`src/rtl/rr_dec_arbiter.sv`:
```
// Round-robin owner of a shared 3-to-8 decoded select, with a hold
// timeout per tenure and a programmable dead gap between owners.
module rr_dec_arbiter #(
    parameter int MAX_HOLD = 16,
    parameter int GAP      = 1
) (
    input  logic       clk,
    input  logic       rst,
    input  logic [7:0] req,
    input  logic       done,
    output logic [2:0] sel,
    output logic       en,
    output logic [7:0] gnt_n,
    output logic       busy,
    output logic       timeout
);

    localparam logic [1:0] S_IDLE  = 2'd0;
    localparam logic [1:0] S_GRANT = 2'd1;
    localparam logic [1:0] S_GAP   = 2'd2;

    logic [1:0] r_state;
    logic [2:0] r_sel;
    logic       r_en;
    logic [7:0] r_gnt_n;
    logic       r_busy;
    logic       r_timeout;
    logic [2:0] r_ptr;
    logic [7:0] r_hold_cnt;
    logic [3:0] r_gap_cnt;

    logic       w_any;
    logic [2:0] w_win;
    logic [2:0] w_idx;
    logic       w_rel_vol;
    logic       w_rel_to;
    logic       w_gap_end;

    // Scan from highest offset down so the lowest offset from ptr wins.
    always_comb begin
        w_any = 1'b0;
        w_win = 3'd0;
        w_idx = 3'd0;
        for (int k = 7; k >= 0; k--) begin
            w_idx = r_ptr + 3'(k);
            if (req[w_idx]) begin
                w_any = 1'b1;
                w_win = w_idx;
            end
        end
    end

    assign w_rel_vol = done || !req[r_sel];
    assign w_rel_to  = (r_hold_cnt == 8'(MAX_HOLD - 1));
    assign w_gap_end = (r_gap_cnt == 4'(GAP - 1));

    always_ff @(posedge clk or posedge rst) begin
        if (rst) begin
            r_state    <= S_IDLE;
            r_sel      <= 3'd0;
            r_en       <= 1'b0;
            r_gnt_n    <= 8'hFF;
            r_busy     <= 1'b0;
            r_timeout  <= 1'b0;
            r_ptr      <= 3'd0;
            r_hold_cnt <= 8'd0;
            r_gap_cnt  <= 4'd0;
        end else begin
            r_timeout <= 1'b0;
            case (r_state)
                S_IDLE: begin
                    if (w_any) begin
                        r_state    <= S_GRANT;
                        r_sel      <= w_win;
                        r_en       <= 1'b1;
                        r_gnt_n    <= ~(8'd1 << w_win);
                        r_busy     <= 1'b1;
                        r_hold_cnt <= 8'd0;
                    end
                end
                S_GRANT: begin
                    if (w_rel_vol || w_rel_to) begin
                        r_state   <= S_GAP;
                        r_en      <= 1'b0;
                        r_gnt_n   <= 8'hFF;
                        r_gap_cnt <= 4'd0;
                        r_ptr     <= r_sel + 3'd1;
                        r_timeout <= w_rel_to && !w_rel_vol;
                    end else begin
                        r_hold_cnt <= r_hold_cnt + 8'd1;
                    end
                end
                S_GAP: begin
                    if (w_gap_end) begin
                        if (w_any) begin
                            r_state    <= S_GRANT;
                            r_sel      <= w_win;
                            r_en       <= 1'b1;
                            r_gnt_n    <= ~(8'd1 << w_win);
                            r_hold_cnt <= 8'd0;
                        end else begin
                            r_state <= S_IDLE;
                            r_sel   <= 3'd0;
                            r_busy  <= 1'b0;
                        end
                    end else begin
                        r_gap_cnt <= r_gap_cnt + 4'd1;
                    end
                end
                default: begin
                    r_state <= S_IDLE;
                    r_en    <= 1'b0;
                    r_gnt_n <= 8'hFF;
                    r_busy  <= 1'b0;
                end
            endcase
        end
    end

    assign sel     = r_sel;
    assign en      = r_en;
    assign gnt_n   = r_gnt_n;
    assign busy    = r_busy;
    assign timeout = r_timeout;

endmodule
```
`config.mk`:
```
export PLATFORM = sky130hd
export DESIGN_NAME = rr_dec_arbiter
export DESIGN_NICKNAME = d
export VERILOG_FILES = /design/src/rtl/rr_dec_arbiter.sv
export SDC_FILE = /design/constraint.sdc
export NUM_CORES = 1
export LEC_CHECK = 0
export ABC_AREA = 1
export BUFFER_PORTS_ARGS = -buffer_cell sky130_fd_sc_hd__buf_2
export CAP_MARGIN = 30
export CORE_MARGIN = 10
export CORE_UTILIZATION = 52
export CTS_CLUSTER_SIZE = 12
export DETAILED_ROUTE_END_ITERATION = 10
export PLACE_DENSITY = 0.69
export SLEW_MARGIN = 20
export SYNTH_ARGS = -nofsm -noshare
export SYNTH_HDL_FRONTEND = slang
export SYNTH_SLANG_ARGS = --single-unit
```
`constraint.sdc`:
```
create_clock -name clk -period 2.5 [get_ports clk]
set_input_delay 0.375 -clock clk [delete_from_list [all_inputs] [get_ports clk]]
set_output_delay 0.375 -clock clk [all_outputs]
set_load 0.02 [all_outputs]
```
==> Word-level counts from Yosys, hierarchy flattened <==
Cells that the tools add are included.
{ "op_classes": {"addsub": 10, "magnitude_cmp": 9, "eq_ne": 9, "shifts": 1, "mux": 64, "bitwise_logic": 2, "n_reduce_logical": 17} }
{ "ops": {"columns": ["operator", "n"], "rows": [
  ["$mux W8", 6],
  ["$pmux W8 S3", 2],
  ["$lt A3 B4 Y1 const B", 9],
  ["$mux W3", 11],
  ["$bmux W1 S3", 9],
  ["$mux W1", 26],
  ["$add A3 B3 Y3 const B", 4],
  ["$ne A2 B2 Y1 const B", 6],
  ["$reduce_and A3 Y1", 4],
  ["$add A8 B1 Y8 const B", 1],
  ["$eq A8 B4 Y1 const B", 1],
  ["$mux W4", 2],
  ["$not A8 Y8", 1],
  ["$pmux W4 S2", 1],
  ["$shl A1 B3 Y8 const A", 1],
  ["$add A3 B1 Y3 const B", 2],
  ["$add A3 B2 Y3 const B", 2],
  ["$mux W2", 3],
  ["$pmux W1 S3", 2],
  ["$pmux W2 S3", 1],
  ["$pmux W3 S2", 1],
  ["$add A4 B1 Y4 const B", 1],
  ["$logic_not A4 Y1", 1],
  ["$reduce_and A2 Y1", 2],
  ["other kinds (10)", 13]
]} }
{ "word_totals": {"reg_bits": 31, "input_bits": 11, "output_inout_bits": 14, "elab_cells": 121} }

==> Longest topological paths before layout <==
{ "depth": {"depth_word": 16, "ltp_mapped": 20, "depth_no_buf": 19} }

==> Worst setup path after synthesis <==
Ideal clock, no wire load.
{ "synth_path": {"kind": "register to register", "start": "reg r_ptr[1]", "end": "reg r_gnt_n[2], in the netlist gnt_n[2]", "setup_ns": 0.072, "t_arrival_ns": 2.155, "required_ns": 2.428, "slack_ns": 0.273, "path_stages_with_launch": 16, "path_buffers": 2, "period_less_slack_ns": 2.227, "path_cell_list": "dfrtp_1 -> buf_6 -> inv_6 -> ha_1 -> inv_1 -> nand3_1 -> nand3_1 -> nand2_1 -> nor2_2 -> nand3_2 -> nor2_4 -> a21oi_2 -> buf_4 -> or2_0 -> nand2_1 -> inv_1"} }
{ "synth_between": {"elab_chain_cells": 16, "elab_cells_between_ends": 44, "classes_between": "add/sub (7); shift (1); mux (35); bitwise (1)"} }
{ "synth_rtl": {"columns": ["item", "line", "rtl"], "rows": [
  ["start: declaration", "28", "logic [2:0] r_ptr;"],
  ["start signal: assignment", "87", "r_ptr <= r_sel + 3'd1;"],
  ["$add A3 B3 Y3", "45", "w_idx = r_ptr + 3'(k);"],
  ["$bmux W1 S3", "46", "if (req[w_idx]) begin"],
  ["$mux W1 (implied by the code)", "46", null],
  ["$mux W3 (8 in a row)", "46", null],
  ["$shl A1 B3 Y8", "76, 99", null],
  ["$not A8 Y8", "76, 99", null],
  ["$mux W8 (*)", "72, 95", null],
  ["$mux W8", "94", "if (w_gap_end) begin"],
  ["$pmux W8 S3 (*)", "70", "case (r_state)"],
  ["end signal: assignment", "76", "r_gnt_n <= ~(8'd1 << w_win);"],
  ["end signal: assignment", "99", "r_gnt_n <= ~(8'd1 << w_win);"],
  ["end: declaration", "25", "logic [7:0] r_gnt_n;"]
]} }
Mark *: on every way between the ends. The rest lies on a longest branch, timed or not. The select of a mux whose other input is x is not followed.
A chain may end at the register's enable or synchronous reset.

==> Worst setup path in the final report <==
{ "layout_path": {"start": "reg r_ptr[1]", "end": "reg r_hold_cnt[6]"} }
{ "layout_between": {"elab_chain_cells": 14, "elab_cells_between_ends": 34, "classes_between": "add/sub (7); mux (27)"} }
{ "layout_rtl": {"columns": ["item", "line", "rtl"], "rows": [
  ["$add A3 B3 Y3", "45", null],
  ["$bmux W1 S3", "46", null],
  ["$mux W1 (implied by the code)", "46", null],
  ["$mux W1 (7 in a row)", "46", null],
  ["$mux W1 (*)", "46", null],
  ["$mux W8 (*)", null, null],
  ["$mux W8", null, null],
  ["$pmux W8 S3 (*)", null, null],
  ["end signal: assignment", "90", "r_hold_cnt <= r_hold_cnt + 8'd1;"],
  ["end: declaration", "29", "logic [7:0] r_hold_cnt;"]
]} }
Marked as above.

==> flow_summary.toml <==
[sta]
finalHoldViolCount = 0
max_freq_mhz = 431
setup_violations = 0
fin_crit_ns = 2.32
min_period_over_period_pct = 92.9
relSlewSlack_pct = 61.0
skew_ns = 0.00472
slew_viol_final = 0
worstMarginPinSlew_ns = 0.579

[clock_tree]
numCtsBuffers = 5
clkLatencyLatePin_ns = 0.28
cts.clk_slew.worst_paths_ns = 0.07
root_buffer = "clkbuf_8"
clockBufferDepth = 2
clock-sinks = 31
h-tree-depth = 2
cts_tree = "done"

[detailed_routing]
drt-total-wl_um = 5430
m1WireLength_um = 2470
topRoutingLayerUsed = "met4"
wl_per_cell_um = 13.2
drc = 0
wl_met2_um = 2680
drt-initial-drc-count = 127
drt_pass1_iterations = 4
dr_wl_met3_um = 218
vias_per_cell = 5.33
ant_nets = 0
via_count = 2184

[floorplanning]
die-area_sq_um = 7410
initial_core_util_pct = 55.2
core_area_sq_um = 4120
ioPinCount = 25
die_height_um = 86.1
die-width_um = 86.1
rows = 23

[synthesis]
yosysSeqAreaShare_pct = 34.6
synth_flop_cell = "dfrtp_1"
ys_warn_count = 0
avgSynthCellArea_sq_um = 7.07
ys_async_sr_fraction_pct = 100
syn_nets = 338
yosysUniqueCellTypes = 37
netlist_instances = 321
synth_area_sq_um = 2270
synth_seq_cells = 31
synth-edff-count = 0

[placed_design]
io_buffer_count = 24
place_congestion = 0.907
dp_hpwl_um = 4250
placed_cells = 396

[global_routing]
gr-total-overflow = 0
grt_pass1_wl_um = 9300
grt_pass1_vias = 2078
grt_antenna_before_repair = 0
grt_use_total_pct = 15.0
grt_max_degree = 32

[critical_path]
cp_slowest_cell = "dfrtp_2"
rr_endpoint = "r_hold_cnt[6]$_DFFE_PP0P_"
cp.arrival_ns = 2.54
path_class = "register to register"
rrSetupSlack_ns = 0.18
cp-start-kind = "register"
regToRegStartpoint = "r_ptr[1]$_DFFE_PP0P_"
cp_max_fo = 8
end_kind = "register"
cp.required_ns = 2.72
max_stage_delay_ns = 0.46
crit_top_cell = "nand2_1"
worstRegToRegCells = 17
crit_path_cell_trace = "inv_6 > ha_2 > inv_2 > nand3_1 > nand3_1 > nand2_1 > nor2_2 > nand3_2 > nor2_4 > nand2_2 > nand2_4 > inv_4 > nand2_2 > nor2_1 > nand2_1 > nand2_1 > nor2_2"

[power]
ir_drop_v = 0.000664
swShare_pct = 54.5
p_leak_uw = 0.00135
seq_power_share_pct = 20.5
p_sw_uw = 2160
p_per_area_nw_per_um2 = 1510
intPower_uw = 1800
p_comb_share_pct = 69.8
power.share.clock_pct = 9.7
p_total_uw = 3960

[finish]
n_antenna_cell = 0
fin_nets = 376
area_delta_synth_final_pct = 15.5
drive_gt1_share_pct = 26.1
instances_no_fill = 410

[run_status]
outcome = "finished, final reports clean"

[min_path]
hp-class = "primary input to asynchronous set/reset pin"

[job]
drv_cap = 0
## Yosys cell counts (all sizes together), types with 2 or more instances
cell type	n	share of area, %
nand4	3	1.1
a21oi	18	4.3
buf	6	2.4
nor2	26	5.3
o211ai	3	0.99
ha	6	3.3
xor2	6	2.6
nand3	45	12
inv	46	7.9
o21ai	12	2.6
dfstp	8	9.3
nor3	5	1.1
nand2	101	18
nand3b	2	0.66
or2	4	1.1
dfrtp	23	25
## state kept, by name, summed over array words and instances (netlist names)
| signal | count |
|---|---|
| gnt_n | 8 |
| r_hold_cnt | 8 |
| r_gap_cnt | 4 |
| r_ptr | 3 |
| sel | 3 |
| r_state | 2 |
| busy | 1 |
| en | 1 |
| timeout | 1 |
## cell type report
cell class	instances	area, sq um
clock buffers	6	72.6
clock inverters	2	12.5
fillers	377	1490
inverters	46	180
multi-input cells	238	1290
flip-flops and latches	31	787
well taps	50	62.6
repair buffers	37	218
## timing repair
action	CTS	global route
endpoints found under the setup margin	4	17
setup buffers	0	6
pin swaps	0	3
hold buffers	0	0
gates resized for setup	1	9
## through the flow
stage	instance area [sq um]	setup slack (ns)	util (%)	hold slack [ns]	TNS [ns]
6_report	2620	0.178	63.7	0.156	0
5_1_grt	2620	-0.0267	63.7	0.188	-0.0267
4_1_cts	2540	0.0435	61.8	0.169	0
3_5_place_dp	2450	0.00156	59.6	0.471	0
3_3_place_gp	2450	0.0878	59.6	0.465	0
2_1_floorplan	2270	0.273	-	0.452	0
## per-layer routing
layer,GRT usage (%),vias to the layer above
li1,-,1109
met1,18.1,1017
met3,3.60,10
met2,25.4,48
met5,0,-
met4,5.09,0
## critical path, delay by kind of cell (launching register included)
family / cells / cell delay [ns]
AND/OR/NAND/NOR: 13 / 1.29
flip-flops: 1 / 0.46
adder cells (fa/ha/maj): 1 / 0.30
buffers and inverters: 3 / 0.22
## worst max path at each step
stage	start	end	slack [ns]
final	r_ptr[1]$_DFFE_PP0P_	r_hold_cnt[6]$_DFFE_PP0P_	0.18
after global routing	r_ptr[1]$_DFFE_PP0P_	r_hold_cnt[6]$_DFFE_PP0P_	-0.03
after global placement	r_ptr[1]$_DFFE_PP0P_	gnt_n[2]$_DFFE_PP1P_	0.09
after detailed placement	r_ptr[1]$_DFFE_PP0P_	gnt_n[0]$_DFFE_PP1P_	0.002
after CTS	r_ptr[1]$_DFFE_PP0P_	r_hold_cnt[5]$_DFFE_PP0P_	0.04
after floorplan	r_ptr[1]$_DFFE_PP0P_	gnt_n[2]$_DFFE_PP1P_	0.27
## cell usage in the layout (no fill, tap or decap), drive strengths merged
cell type / count
nand3: 45
xor2: 6
o31ai: 1
a21oi: 18
a22oi: 1
a211oi: 1
inv: 46
nand3b: 2
nor4: 1
clkinv: 1
nor2: 26
nor3: 5
xnor2: 1
dfrtp: 23
dfstp: 8
nand2: 101
o211ai: 3
or2: 4
nand4: 3
clkbuf: 6
mux2i: 1
clkinvlp: 1
o21bai: 1
o21ai: 12
ha: 6
buf: 37
## kinds of logic (layout without fill, tap and decap cells)
family          after synthesis  count (layout)  share of synthesized area, %
compound gates               37              37                          9.26
xor+xnor                      7               7                          3.03
fa+ha+maj                     6               6                          3.31
buf+inv                      52              91                          10.3
flops                        31              31                          34.6
mux                           1               1                         0.441
simple gates                187             187                          39.0
## power groups by stage
stage	Combinational (uW)	Clock, uW	Sequential [uW]
2_1_floorplan	1990	0	843
4_1_cts	2590	392	811
6_report	2770	385	811
3_5_place_dp	2570	0	817
5_1_grt	3130	419	838
3_3_place_gp	2530	0	814
No activity file was read; power rests on OpenSTA's default activity.
